File: config.mk
export PLATFORM = sky130hd
export DESIGN_NAME = bram_transpose_ctrl
export DESIGN_NICKNAME = d
export VERILOG_FILES = /design/src/rtl/bram_xpose_pkg.sv /design/src/rtl/xpose_out_fifo.sv /design/src/rtl/bram_transpose_ctrl.sv
export SDC_FILE = /design/constraint.sdc
export NUM_CORES = 1
export LEC_CHECK = 0
export BUFFER_PORTS_ARGS = -buffer_cell sky130_fd_sc_hd__buf_2
export CAP_MARGIN = 20
export CORE_ASPECT_RATIO = 1.25
export CORE_UTILIZATION = 45
export CTS_BUF_LIST = sky130_fd_sc_hd__clkbuf_4
export DETAILED_ROUTE_END_ITERATION = 16
export PLACE_DENSITY = 0.68
export SKIP_LAST_GASP = 1
export SYNTH_ARGS = -nofsm -noshare
export SYNTH_HDL_FRONTEND = slang
export SYNTH_SLANG_ARGS = --single-unit
export TNS_END_PERCENT = 10
File: constraint.sdc
create_clock -name clk -period 3.5 [get_ports clk]
set_input_delay 0.875 -clock clk [delete_from_list [all_inputs] [get_ports clk]]
set_output_delay 0.875 -clock clk [all_outputs]
set_load 0.01 [all_outputs]
File: src/rtl/bram_xpose_pkg.sv
// Shared types and sizing helpers for the ping-pong BRAM tile transpose controller.
package bram_xpose_pkg;

    typedef enum logic [1:0] {
        EMPTY,
        FILLING,
        FULL,
        DRAINING
    } bank_state_t;

    // Output FIFO depth; also the cap on entries held plus reads in flight.
    localparam int unsigned CREDIT_LIMIT = 3;

    function automatic int unsigned wpr(input int unsigned phys_cols, input int unsigned data_width);
        return phys_cols / data_width;
    endfunction

    // Bank 1 starts on a physical-row boundary so the two banks never share a row.
    function automatic int unsigned bank1_base(input int unsigned tile_dim,
                                               input int unsigned phys_cols,
                                               input int unsigned data_width);
        int unsigned w;
        int unsigned elems;
        w     = wpr(phys_cols, data_width);
        elems = tile_dim * tile_dim;
        return ((elems + w - 1) / w) * w;
    endfunction

endpackage

File: src/rtl/xpose_out_fifo.sv
// Small synchronous FIFO buffering BRAM read data ahead of the output stream.
module xpose_out_fifo
    import bram_xpose_pkg::*;
#(
    parameter int unsigned WIDTH = 9
) (
    input  logic             clk,
    input  logic             rst,
    input  logic             push_i,
    input  logic [WIDTH-1:0] din_i,
    input  logic             pop_i,
    output logic [WIDTH-1:0] dout_o,
    output logic             empty_o,
    output logic [1:0]       occ_o
);

    logic [WIDTH-1:0] mem_q [CREDIT_LIMIT];
    logic [1:0]       wr_ptr_q;
    logic [1:0]       rd_ptr_q;
    logic [1:0]       occ_q;

    function automatic logic [1:0] next_ptr(input logic [1:0] p);
        return (p == 2'(CREDIT_LIMIT - 1)) ? 2'd0 : p + 2'd1;
    endfunction

    always_ff @(posedge clk or posedge rst) begin
        if (rst) begin
            for (int unsigned i = 0; i < CREDIT_LIMIT; i++) begin
                mem_q[i] <= '0;
            end
            wr_ptr_q <= '0;
            rd_ptr_q <= '0;
            occ_q    <= '0;
        end else begin
            if (push_i) begin
                mem_q[wr_ptr_q] <= din_i;
                wr_ptr_q        <= next_ptr(wr_ptr_q);
            end
            if (pop_i) begin
                rd_ptr_q <= next_ptr(rd_ptr_q);
            end
            case ({push_i, pop_i})
                2'b10:   occ_q <= occ_q + 2'd1;
                2'b01:   occ_q <= occ_q - 2'd1;
                default: occ_q <= occ_q;
            endcase
        end
    end

    assign dout_o  = mem_q[rd_ptr_q];
    assign empty_o = (occ_q == 2'd0);
    assign occ_o   = occ_q;

endmodule

File: src/rtl/bram_transpose_ctrl.sv
// Ping-pong NxN tile transposer: row-major writes on BRAM port A, column-major reads on port B.
module bram_transpose_ctrl
    import bram_xpose_pkg::*;
#(
    parameter int unsigned DATA_WIDTH = 8,
    parameter int unsigned DEPTH      = 2048,
    parameter int unsigned TILE_DIM   = 16,
    parameter int unsigned PHYS_COLS  = 160
) (
    input  logic                       clk,
    input  logic                       rst,
    input  logic                       s_valid,
    output logic                       s_ready,
    input  logic [DATA_WIDTH-1:0]      s_data,
    output logic                       m_valid,
    input  logic                       m_ready,
    output logic [DATA_WIDTH-1:0]      m_data,
    output logic                       m_last,
    output logic [$clog2(DEPTH)-1:0]   mem_addr_a,
    output logic [$clog2(DEPTH)-1:0]   mem_addr_b,
    output logic [DATA_WIDTH-1:0]      mem_din_a,
    output logic [DATA_WIDTH-1:0]      mem_din_b,
    output logic                       mem_wen_a,
    output logic                       mem_ren_a,
    output logic                       mem_wen_b,
    output logic                       mem_ren_b,
    input  logic [DATA_WIDTH-1:0]      mem_dout_b
);

    localparam int unsigned AW         = $clog2(DEPTH);
    localparam int unsigned CW         = $clog2(TILE_DIM);
    localparam int unsigned TILE_ELEMS = TILE_DIM * TILE_DIM;
    localparam int unsigned WCW        = 2 * CW;
    localparam int unsigned BASE1      = bank1_base(TILE_DIM, PHYS_COLS, DATA_WIDTH);

    if (BASE1 + TILE_ELEMS > DEPTH) begin : g_bad_depth
        $error("bram_transpose_ctrl: both tile banks do not fit in DEPTH");
    end
    if (TILE_DIM < 2 || (TILE_DIM & (TILE_DIM - 1)) != 0) begin : g_bad_dim
        $error("bram_transpose_ctrl: TILE_DIM must be a power of two >= 2");
    end

    bank_state_t     bank_q [2];
    bank_state_t     bank_d [2];
    logic            wr_bank_q, wr_bank_d;
    logic            rd_bank_q, rd_bank_d;
    logic [WCW-1:0]  wr_cnt_q, wr_cnt_d;
    logic [CW-1:0]   r_q, r_d;
    logic [CW-1:0]   c_q, c_d;
    logic            pend_q;
    logic            pend_last_q;

    logic            wr_fire;
    logic            rd_fire;
    logic            rd_last;
    logic            credit_ok;
    logic            fifo_empty;
    logic            fifo_pop;
    logic [1:0]      fifo_occ;

    function automatic logic [AW-1:0] base_of(input logic bank);
        return bank ? AW'(BASE1) : '0;
    endfunction

    assign s_ready   = (bank_q[wr_bank_q] == EMPTY) || (bank_q[wr_bank_q] == FILLING);
    assign wr_fire   = s_valid & s_ready;
    assign credit_ok = ({1'b0, fifo_occ} + {2'b00, pend_q}) < 3'(CREDIT_LIMIT);
    // A FULL bank may issue its first read in the same cycle it becomes DRAINING.
    assign rd_fire   = ((bank_q[rd_bank_q] == FULL) || (bank_q[rd_bank_q] == DRAINING)) & credit_ok;
    assign rd_last   = (r_q == CW'(TILE_DIM - 1)) && (c_q == CW'(TILE_DIM - 1));

    assign mem_wen_a  = wr_fire & ~rst;
    assign mem_din_a  = mem_wen_a ? s_data : '0;
    assign mem_addr_a = base_of(wr_bank_q) + AW'(wr_cnt_q);
    assign mem_ren_b  = rd_fire;
    // r*N + c is a plain concatenation because N is a power of two.
    assign mem_addr_b = base_of(rd_bank_q) + AW'({r_q, c_q});
    assign mem_din_b  = '0;
    assign mem_ren_a  = 1'b0;
    assign mem_wen_b  = 1'b0;

    always_comb begin
        bank_d    = bank_q;
        wr_bank_d = wr_bank_q;
        rd_bank_d = rd_bank_q;
        wr_cnt_d  = wr_cnt_q;
        r_d       = r_q;
        c_d       = c_q;
        if (wr_fire) begin
            if (wr_cnt_q == WCW'(TILE_ELEMS - 1)) begin
                bank_d[wr_bank_q] = FULL;
                wr_cnt_d          = '0;
                wr_bank_d         = ~wr_bank_q;
            end else begin
                bank_d[wr_bank_q] = FILLING;
                wr_cnt_d          = wr_cnt_q + 1'b1;
            end
        end
        if (rd_fire) begin
            if (rd_last) begin
                bank_d[rd_bank_q] = EMPTY;
                r_d               = '0;
                c_d               = '0;
                rd_bank_d         = ~rd_bank_q;
            end else begin
                bank_d[rd_bank_q] = DRAINING;
                if (r_q == CW'(TILE_DIM - 1)) begin
                    r_d = '0;
                    c_d = c_q + 1'b1;
                end else begin
                    r_d = r_q + 1'b1;
                end
            end
        end
    end

    always_ff @(posedge clk or posedge rst) begin
        if (rst) begin
            bank_q[0]   <= EMPTY;
            bank_q[1]   <= EMPTY;
            wr_bank_q   <= 1'b0;
            rd_bank_q   <= 1'b0;
            wr_cnt_q    <= '0;
            r_q         <= '0;
            c_q         <= '0;
            pend_q      <= 1'b0;
            pend_last_q <= 1'b0;
        end else begin
            bank_q      <= bank_d;
            wr_bank_q   <= wr_bank_d;
            rd_bank_q   <= rd_bank_d;
            wr_cnt_q    <= wr_cnt_d;
            r_q         <= r_d;
            c_q         <= c_d;
            pend_q      <= rd_fire;
            pend_last_q <= rd_fire & rd_last;
        end
    end

    assign fifo_pop = m_valid & m_ready;
    assign m_valid  = ~fifo_empty;

    xpose_out_fifo #(
        .WIDTH (DATA_WIDTH + 1)
    ) u_fifo (
        .clk     (clk),
        .rst     (rst),
        .push_i  (pend_q),
        .din_i   ({mem_dout_b, pend_last_q}),
        .pop_i   (fifo_pop),
        .dout_o  ({m_data, m_last}),
        .empty_o (fifo_empty),
        .occ_o   (fifo_occ)
    );

endmodule

==> results of run 1 <==
cells in the mapped netlist (4+ instances only):
master | count | share of area [%]
and2_1 | 8 | 1.7
and3_1 | 7 | 1.5
buf_4 | 17 | 4.2
dfrtp_1 | 55 | 46
ha_1 | 10 | 4.2
inv_1 | 10 | 1.2
mux2_2 | 22 | 8.2
mux2_4 | 12 | 6.0
mux2i_1 | 9 | 3.0
nand2_1 | 20 | 2.5
nand3_1 | 10 | 1.7
nand4_1 | 4 | 0.83
nor2_1 | 6 | 0.75
o21ai_0 | 13 | 2.2
xnor2_1 | 12 | 3.5
xor2_1 | 6 | 1.7
flip-flops by register name (all words and copies together), names as in the netlist:
name and count:
wr_bank_q 1, r_q 4, rd_bank_q 1, c_q 4
u_fifo.rd_ptr_q 2, pend_q 1, wr_cnt_q 8, u_fifo.occ_o 2
u_fifo.mem_q 27, bank_q 2, pend_last_q 1, u_fifo.wr_ptr_q 2
power by group:
group / leakage, nW / switching, mW / total [mW] / internal [mW]
combinational: 1.01 / 0.375 / 0.708 / 0.333
sequential: 0.699 / 0.123 / 0.863 / 0.741
clock: 0.0373 / 0.190 / 0.337 / 0.147
worst max-delay path: stages (launching register included):
cell,delay [ns]
dfrtp_1,0.46
ha_1,0.20
ha_1,0.26
a21oi_1,0.13
buf_4,0.17
and2_0,0.32
buf_2,0.20
routing by layer:
| metal | global-route usage [%] | vias up |
|---|---|---|
| li1 | - | 1028 |
| met1 | 20.3 | 1000 |
| met2 | 29.0 | 58 |
| met3 | 3.02 | 6 |
| met4 | 4.63 | 0 |
| met5 | 0 | - |
logic make-up after synthesis:
family,count (synthesis)
and+or+nand+nor,73
DFF,55
muxes,43
buffers and inverters,35
AOI/OAI and AO/OA,32
xor gates and xnor gates,18
adders and majority gates,10
other,1
cell type report:
class | instances | area share, %
clock inverters | 2 | 1.10
well taps | 85 | 3.13
multi-input cells | 188 | 43.2
inverters | 11 | 1.21
repair buffers | 64 | 9.72
flip-flops and latches | 55 | 40.5
clock buffers | 5 | 1.10
per-stage QoR:
step,area [µm²],power (mW),hold WS (ns)
after global placement,3320,1.58,0.486
after detailed placement,3320,1.59,0.494
final,3400,1.91,0.524
after CTS,3400,1.94,0.530
after global routing,3400,2.06,0.545
after floorplan,3050,1.38,0.475
path summary, 6_finish.rpt:
check,startpoint,endpoint
max,u_fifo.occ_o[0],mem_ren_b
min,u_fifo.mem_q[25],u_fifo.mem_q[25]
max reg2reg,u_fifo.occ_o[0],r_q[1]
min reg2reg,u_fifo.mem_q[25],u_fifo.mem_q[25]
max in group asynchronous,rst,r_q[3]
min in group asynchronous,rst,bank_q[1]
layout by cell type, fill, tap and decap left out, types with 3 or more instances in the layout:
| cell | netlist | layout |
|---|---|---|
| and3_1 | 7 | 7 |
| dfrtp_1 | 55 | 55 |
| xnor2_1 | 12 | 12 |
| a31oi_1 | 3 | 3 |
| inv_1 | 10 | 9 |
| mux2_2 | 22 | 22 |
| clkbuf_4 | 0 | 5 |
| buf_4 | 17 | 4 |
| o21ai_0 | 13 | 13 |
| nand4_1 | 4 | 4 |
| conb_1 | 1 | 12 |
| ha_1 | 10 | 10 |
| mux2i_1 | 9 | 9 |
| nor3_1 | 3 | 3 |
| xor2_1 | 6 | 6 |
| and2_1 | 8 | 8 |
| buf_2 | 3 | 60 |
| mux2_4 | 12 | 12 |
| nor2_1 | 6 | 6 |
| a41oi_1 | 3 | 3 |
| nand3_1 | 10 | 10 |
| nand2_1 | 20 | 20 |
==> flow_summary.toml, run 1 <==
[clock_tree]
tritoncts = "yes"
ctsResizeCount = 0
cts.sinks = 55
post_cts.repair.setup_buffers = 0
cts_hold_buf = 0
clk_latency_ns = 0.36
cts_max_path_buffers = 2
root_buffer = "clkbuf_4"
cts_htree_levels = 2
cts_buffers = 5
path_clk_slew_ns = 0.15

[logic_synthesis]
synth_flop_cell = "dfrtp_1"
ys_types = 45
yosys.area_share.simple_pct = 13.5
syn_area_um2 = 3010
avgSynthCellArea_um2 = 11.3
synth_edf_count = 0
yosys_warnings = 0
yosysSeqAreaShare_pct = 45.7
synth-compound-area-share_pct = 7.19
yosys.area_share.xor_xnor_pct = 5.23
ys_async_sr_fraction_pct = 100
synthAdderAreaFrac_pct = 4.15
synth_top_family_by_area = "multiplexers"
postSynthCellCount = 267
ys_ff_latch = 55
synthMuxAreaShare_pct = 17.2

[grt]
grt_pass1_vias = 2040
grt_use_total_pct = 16.5
grt_start_max_net_pins = 32
grt_pass1_wl_um = 9050
grt_overflow = 0
antenna_found_initial = 0

[critical_path]
r2r_cells = 6
critPathArrivalTime_ns = 2.10
crit_fanout = 9
required_ns = 2.62
cp-start-kind = "flip-flop"
end_kind = "primary output"
worst-r2r-setup-slack_ns = 1.53
critPathKind = "flip-flop to primary output"

[drt]
top_layer = "met4"
first_pass_iters = 6
met1_length_um = 2420
wl_met3_um = 203
drt_iter0_drc = 57
wl_per_cell_um = 13.2
viasPerCell = 5.10
ant_nets = 0
drc = 0
wl_met2_um = 2750
drt_wl_total_um = 5420
vias = 2092

[die]
die_h_um = 93.5
core_um2 = 6330
rows = 32
die_w_um = 75.2
die-area_um2 = 7030
io_pins = 73
start_util_pct = 47.6

[timing]
period_minus_slack_ns = 2.98
drv_slew = 0
fin_skew_ns = 0.0141
fmax_mhz = 336
slew_headroom_pct = 57.5
grt_setup_unrepaired = "false"
min_period_over_period_pct = 85.1
fin_ws_ns = 0.522
finalSetupTns_ns = 0
tightest_slew_ns = 0.635
setup_violations = 0
hold_viol = 0

[finish]
seqCellArea_um2 = 1380
drive_above_1_share_pct = 35.7
instances_no_fill = 410
fillers = 601
fin_nets = 355
antenna_cells = 0
final_util_pct = 53.7
multi_input_area_um2 = 1470
syn2layout_area_growth_pct = 12.9

[job]
cap_violations = 0

[worst_hold_path]
hold_class = "flip-flop to flip-flop"
hold_depth = 1

[power]
p_leak_nw = 1.75
peakVddDrop_uv = 301
power.density_nw_per_um2 = 561

[placement]
place_inst = 403
dp_hpwl_um = 3940
place_ws_ns = 0.789
io_buffers = 60
gp_congestion = 0.826

[run_status]
status = "completed"
Power figures use the tool's default switching activity.
==> inputs of run 2 (changes only) <==
GPL_TIMING_DRIVEN = 0   (was unset)
RECOVER_POWER = 25   (was unset)
REMOVE_ABC_BUFFERS = 1   (was unset)
==> flow_summary.toml, run 2 (synthesis results as in run 1) <==
[timing]
finalSetupTns_ns = 0
period_minus_slack_ns = 3.24
tightest_slew_ns = 1.90
hold_viol = 0
slew_headroom_pct = -26.9
drv_slew = 44
fin_ws_ns = 0.264
fin_skew_ns = 0.0147
grt_setup_unrepaired = "false"
setup_violations = 0
fmax_mhz = 309
min_period_over_period_pct = 92.5

[power]
clockPowerShare_pct = 14.7
pwr-share-comb_pct = 35.1
seq_power_share_pct = 50.2
p_sw_mw = 0.681
power.density_nw_per_um2 = 539
power_mw = 1.81
p_sw_share_pct = 37.7
peakVddDrop_uv = 300
intPower_mw = 1.13
p_leak_nw = 1.72

[drt]
wl_met2_um = 2710
drt_iter0_drc = 80
wl_met3_um = 232
wl_per_cell_um = 13.1
ant_nets = 0
met1_length_um = 2360
first_pass_iters = 4
drc = 0
vias = 2107
viasPerCell = 5.16
drt_wl_total_um = 5360
top_layer = "met4"

[grt]
grt_use_total_pct = 15.9
grt_start_max_net_pins = 44
antenna_found_initial = 0
grt_pass1_wl_um = 8690
grt_pass1_vias = 1894
grt_overflow = 0

[finish]
antenna_cells = 0
drive_above_1_share_pct = 33.7
instances_no_fill = 408
reg_top3 = "u_fifo.mem_q x27, wr_cnt_q x8"
largest_reg_flops = 27
fin_nets = 352
top_register = "u_fifo.mem_q"
final_cell_mix = "buf_2, dfrtp_1, mux2_2"
layout_commonest_cell = "buf_2"
syn2layout_area_growth_pct = 11.4

[die]
die-area_um2 = 7030
die_w_um = 75.2
rows = 32
io_pins = 73
start_util_pct = 47.6
core_um2 = 6330
die_h_um = 93.5

[critical_path]
critPathKind = "flip-flop to primary output"
cp-start-kind = "flip-flop"
end_kind = "primary output"
crit_fanout = 9
r2r_cells = 5
required_ns = 2.62
critPathArrivalTime_ns = 2.36

[clock_tree]
cts_max_path_buffers = 2
path_clk_slew_ns = 0.15
clk_latency_ns = 0.37
root_buffer = "clkbuf_4"
cts_htree_levels = 2
post_cts.repair.setup_buffers = 0
cts.sinks = 55
ctsResizeCount = 0
tritoncts = "yes"
cts_buffers = 5
cts_hold_buf = 0

[placement]
place_inst = 400
gp_congestion = 0.816
dp_hpwl_um = 3850
io_buffers = 60
place_ws_ns = 0.661

[run_status]
status = "finished, violations left"
violations = "max-capacitance violations, max-slew violations"

[worst_hold_path]
hold_class = "input port to async pin"

[job]
cap_violations = 1
==> run 2: cell count changes in the layout (fill, tap and decap cells not counted), sizes merged <==
cell           before  now
clkdlybuf4s25       0    1
clkbuf              5    6
buf                64   59
bufinv              1    0
clkinv              0    2
==> run 2: critical path, stage by stage (launching register included) <==
cell     delay, ns
dfrtp_1       0.45
ha_1          0.22
ha_1          0.26
a21oi_1       0.47
and2_0        0.40
buf_2         0.20
==> run 2: power by group through the flow <==
stage | combinational [mW] | sequential, mW | clock, mW
2_1_floorplan | 0.450 | 0.881 | 0
3_3_place_gp | 0.634 | 0.918 | 0
3_5_place_dp | 0.642 | 0.922 | 0
4_1_cts | 0.646 | 0.908 | 0.281
5_1_grt | 0.715 | 0.929 | 0.305
6_report | 0.635 | 0.908 | 0.265
==> run 2: path summary, 6_finish.rpt <==
path                                         end             start  slack, ns
worst min register to register  u_fifo.mem_q[18]  u_fifo.mem_q[18]       0.52
worst min-delay path                   bank_q[3]               rst       0.51
worst max-delay path                   mem_ren_b            pend_q       0.26
max in group asynchronous        u_fifo.occ_o[0]               rst       0.63
worst max register to register            r_q[0]            pend_q       1.28
min in group clk                u_fifo.mem_q[18]  u_fifo.mem_q[18]       0.52
==> run 2: metrics by stage <==
stage,utilization (%),area (µm²),hold WS [ns]
2_1_floorplan,-,2890,0.475
3_3_place_gp,52.1,3290,0.487
3_5_place_dp,52.4,3310,0.494
4_1_cts,53.2,3370,0.432
5_1_grt,53.0,3360,0.543
6_report,53.0,3360,0.511
==> run 2: area by class of cell <==
type / count / area, µm²
Clock buffer: 5 / 37.5
Clock inverter: 3 / 15.0
Fill cell: 613 / 2970
Inverter: 11 / 41.3
Multi-Input combinational cell: 188 / 1470
Sequential cell: 55 / 1380
Tap cell: 85 / 106
Timing Repair Buffer: 61 / 309
==> run 2: layer usage <==
metal / GRT usage (%) / vias to the layer above
met1: 20.6 / 1018
met2: 27.0 / 55
met4: 3.70 / 0
li1: - / 1028
met5: 0 / -
met3: 3.23 / 6
==> inputs of run 3 (changes only) <==
BUFFER_PORTS_ARGS = -buffer_cell sky130_fd_sc_hd__clkbuf_2   (was -buffer_cell sky130_fd_sc_hd__buf_2)
==> flow_summary.toml, run 3 (synthesis results as in run 1) <==
[run_status]
status = "finished, violations left"
violations = "max-capacitance violations, max-slew violations"

[clock_tree]
path_clk_slew_ns = 0.16
post_cts.repair.setup_buffers = 0
cts_buffers = 5
cts_htree_levels = 2
root_buffer = "clkbuf_4"
cts_max_path_buffers = 2
tritoncts = "yes"
clk_latency_ns = 0.38
cts.sinks = 55

[critical_path]
critPathArrivalTime_ns = 2.27
path_buf_inv = 1
cpPeakStageDelay_ns = 0.47
required_ns = 2.62
cp-start-kind = "flip-flop"
crit_path_frequent_cell = "ha_1"
end_kind = "primary output"
critPathSlowestCell = "dfrtp_1"
path_cells = "ha_1 > ha_1 > a21oi_2 > and2_0 > clkbuf_2"
critPathKind = "flip-flop to primary output"
crit_fanout = 9
path_delay_family = "adder cells"

[drt]
first_pass_iters = 4
drt_wl_total_um = 5510
vias = 2124
ant_nets = 0
viasPerCell = 5.21
drt_iter0_drc = 74
drc = 0
wl_per_cell_um = 13.5

[grt]
antenna_found_initial = 0
grt_pass1_vias = 2014
grt_pass1_wl_um = 8980
grt_overflow = 0
grt_use_total_pct = 16.4
grt_start_max_net_pins = 44

[die]
die-area_um2 = 7030
io_pins = 73
core_um2 = 6330
die_w_um = 75.2
die_h_um = 93.5
rows = 32
start_util_pct = 47.6

[finish]
largest_reg_flops = 27
antenna_cells = 0
top_register = "u_fifo.mem_q"
syn2layout_area_growth_pct = 11.8
final_cell_mix = "clkbuf_2, dfrtp_1, mux2_2"
reg_top3 = "u_fifo.mem_q x27, wr_cnt_q x8"
fillers = 593
fin_nets = 352
layout_commonest_cell = "clkbuf_2"
drive_above_1_share_pct = 34.4

[power]
p_sw_mw = 0.708
p_sw_share_pct = 38.5
power.density_nw_per_um2 = 547
peakVddDrop_uv = 286
clockPowerShare_pct = 15.4
intPower_mw = 1.13
seq_power_share_pct = 49.5
p_leak_nw = 1.72
pwr-share-comb_pct = 35.1

[placement]
place_ws_ns = 0.609
dp_hpwl_um = 3940
gp_congestion = 0.833
io_buffers = 60

[job]
cap_violations = 1

[timing]
hold_viol = 0
finalSetupTns_ns = 0
fin_skew_ns = 0.00732
drv_slew = 44
slew_headroom_pct = -22.4
grt_setup_unrepaired = "false"
fmax_mhz = 318
fin_ws_ns = 0.353
period_minus_slack_ns = 3.15
tightest_slew_ns = 1.84
setup_violations = 0
min_period_over_period_pct = 89.9

[worst_hold_path]
hold_class = "input port to async pin"
==> run 3: area by class of cell <==
type	instances	area [µm²]	share of cell area (%)
repair buffers	61	312	9.25
clock inverters	3	20.0	0.595
flip-flops and latches	55	1380	40.9
multi-input cells	188	1470	43.8
well taps	85	106	3.16
clock buffers	5	37.5	1.11
inverters	11	41.3	1.23
==> run 3: worst paths after layout <==
kind                                      start            endpoint  slack, ns  cells after the start
worst max-delay path            u_fifo.occ_o[0]           mem_ren_b       0.35                      5
worst min-delay path                        rst           wr_bank_q       0.50                      2
worst max register to register  u_fifo.occ_o[0]              r_q[0]       1.38                      5
worst min register to register  u_fifo.occ_o[1]     u_fifo.occ_o[1]       0.52                      1
max in group asynchronous                   rst  u_fifo.rd_ptr_q[0]       0.81                      3
min in group clk                u_fifo.occ_o[1]     u_fifo.occ_o[1]       0.52                      1
==> run 3: per-stage QoR <==
stage                     total power, mW  hold slack, ns  area, µm²  instances  utilization [%]
after floorplan                      1.33           0.475       2890        254                -
after global placement               1.56           0.486       3290        399             52.1
after detailed placement             1.58           0.496       3310        400             52.4
after CTS                            1.87           0.416       3370        408             53.3
after global routing                 1.98           0.536       3370        408             53.2
final                                1.84           0.503       3370        408             53.2
==> run 3: per-layer routing <==
| layer | vias to the layer above | part of all wire (%) | wire (µm) | track usage [%] |
|---|---|---|---|---|
| met3 | 9 | 4.2 | 231 | 3.02 |
| met1 | 1030 | 45 | 2460 | 20.3 |
| met2 | 63 | 50 | 2750 | 28.5 |
| met5 | - | 0 | 0 | 0 |
| li1 | 1022 | - | - | - |
| met4 | 0 | 1.4 | 76 | 4.94 |
==> run 3: worst register-to-register path, delay by kind of cell (launching register included) <==
kind / cells / cell delay (ns)
adders and majority gates: 2 / 0.49
DFF: 1 / 0.47
and+or+nand+nor: 1 / 0.39
AOI/OAI and AO/OA: 1 / 0.34
muxes: 1 / 0.33
==> run 3: power groups by stage <==
stage	combinational (mW)	clock, mW	sequential (mW)
after floorplan	0.450	0	0.881
after global placement	0.637	0	0.918
after detailed placement	0.650	0	0.925
after CTS	0.654	0.300	0.911
after global routing	0.728	0.319	0.936
final	0.647	0.283	0.912
==> run 3: what timing repair did <==
action,CTS,global route
gates resized for setup,0,1
hold buffers,0,0
setup endpoints to repair,0,1
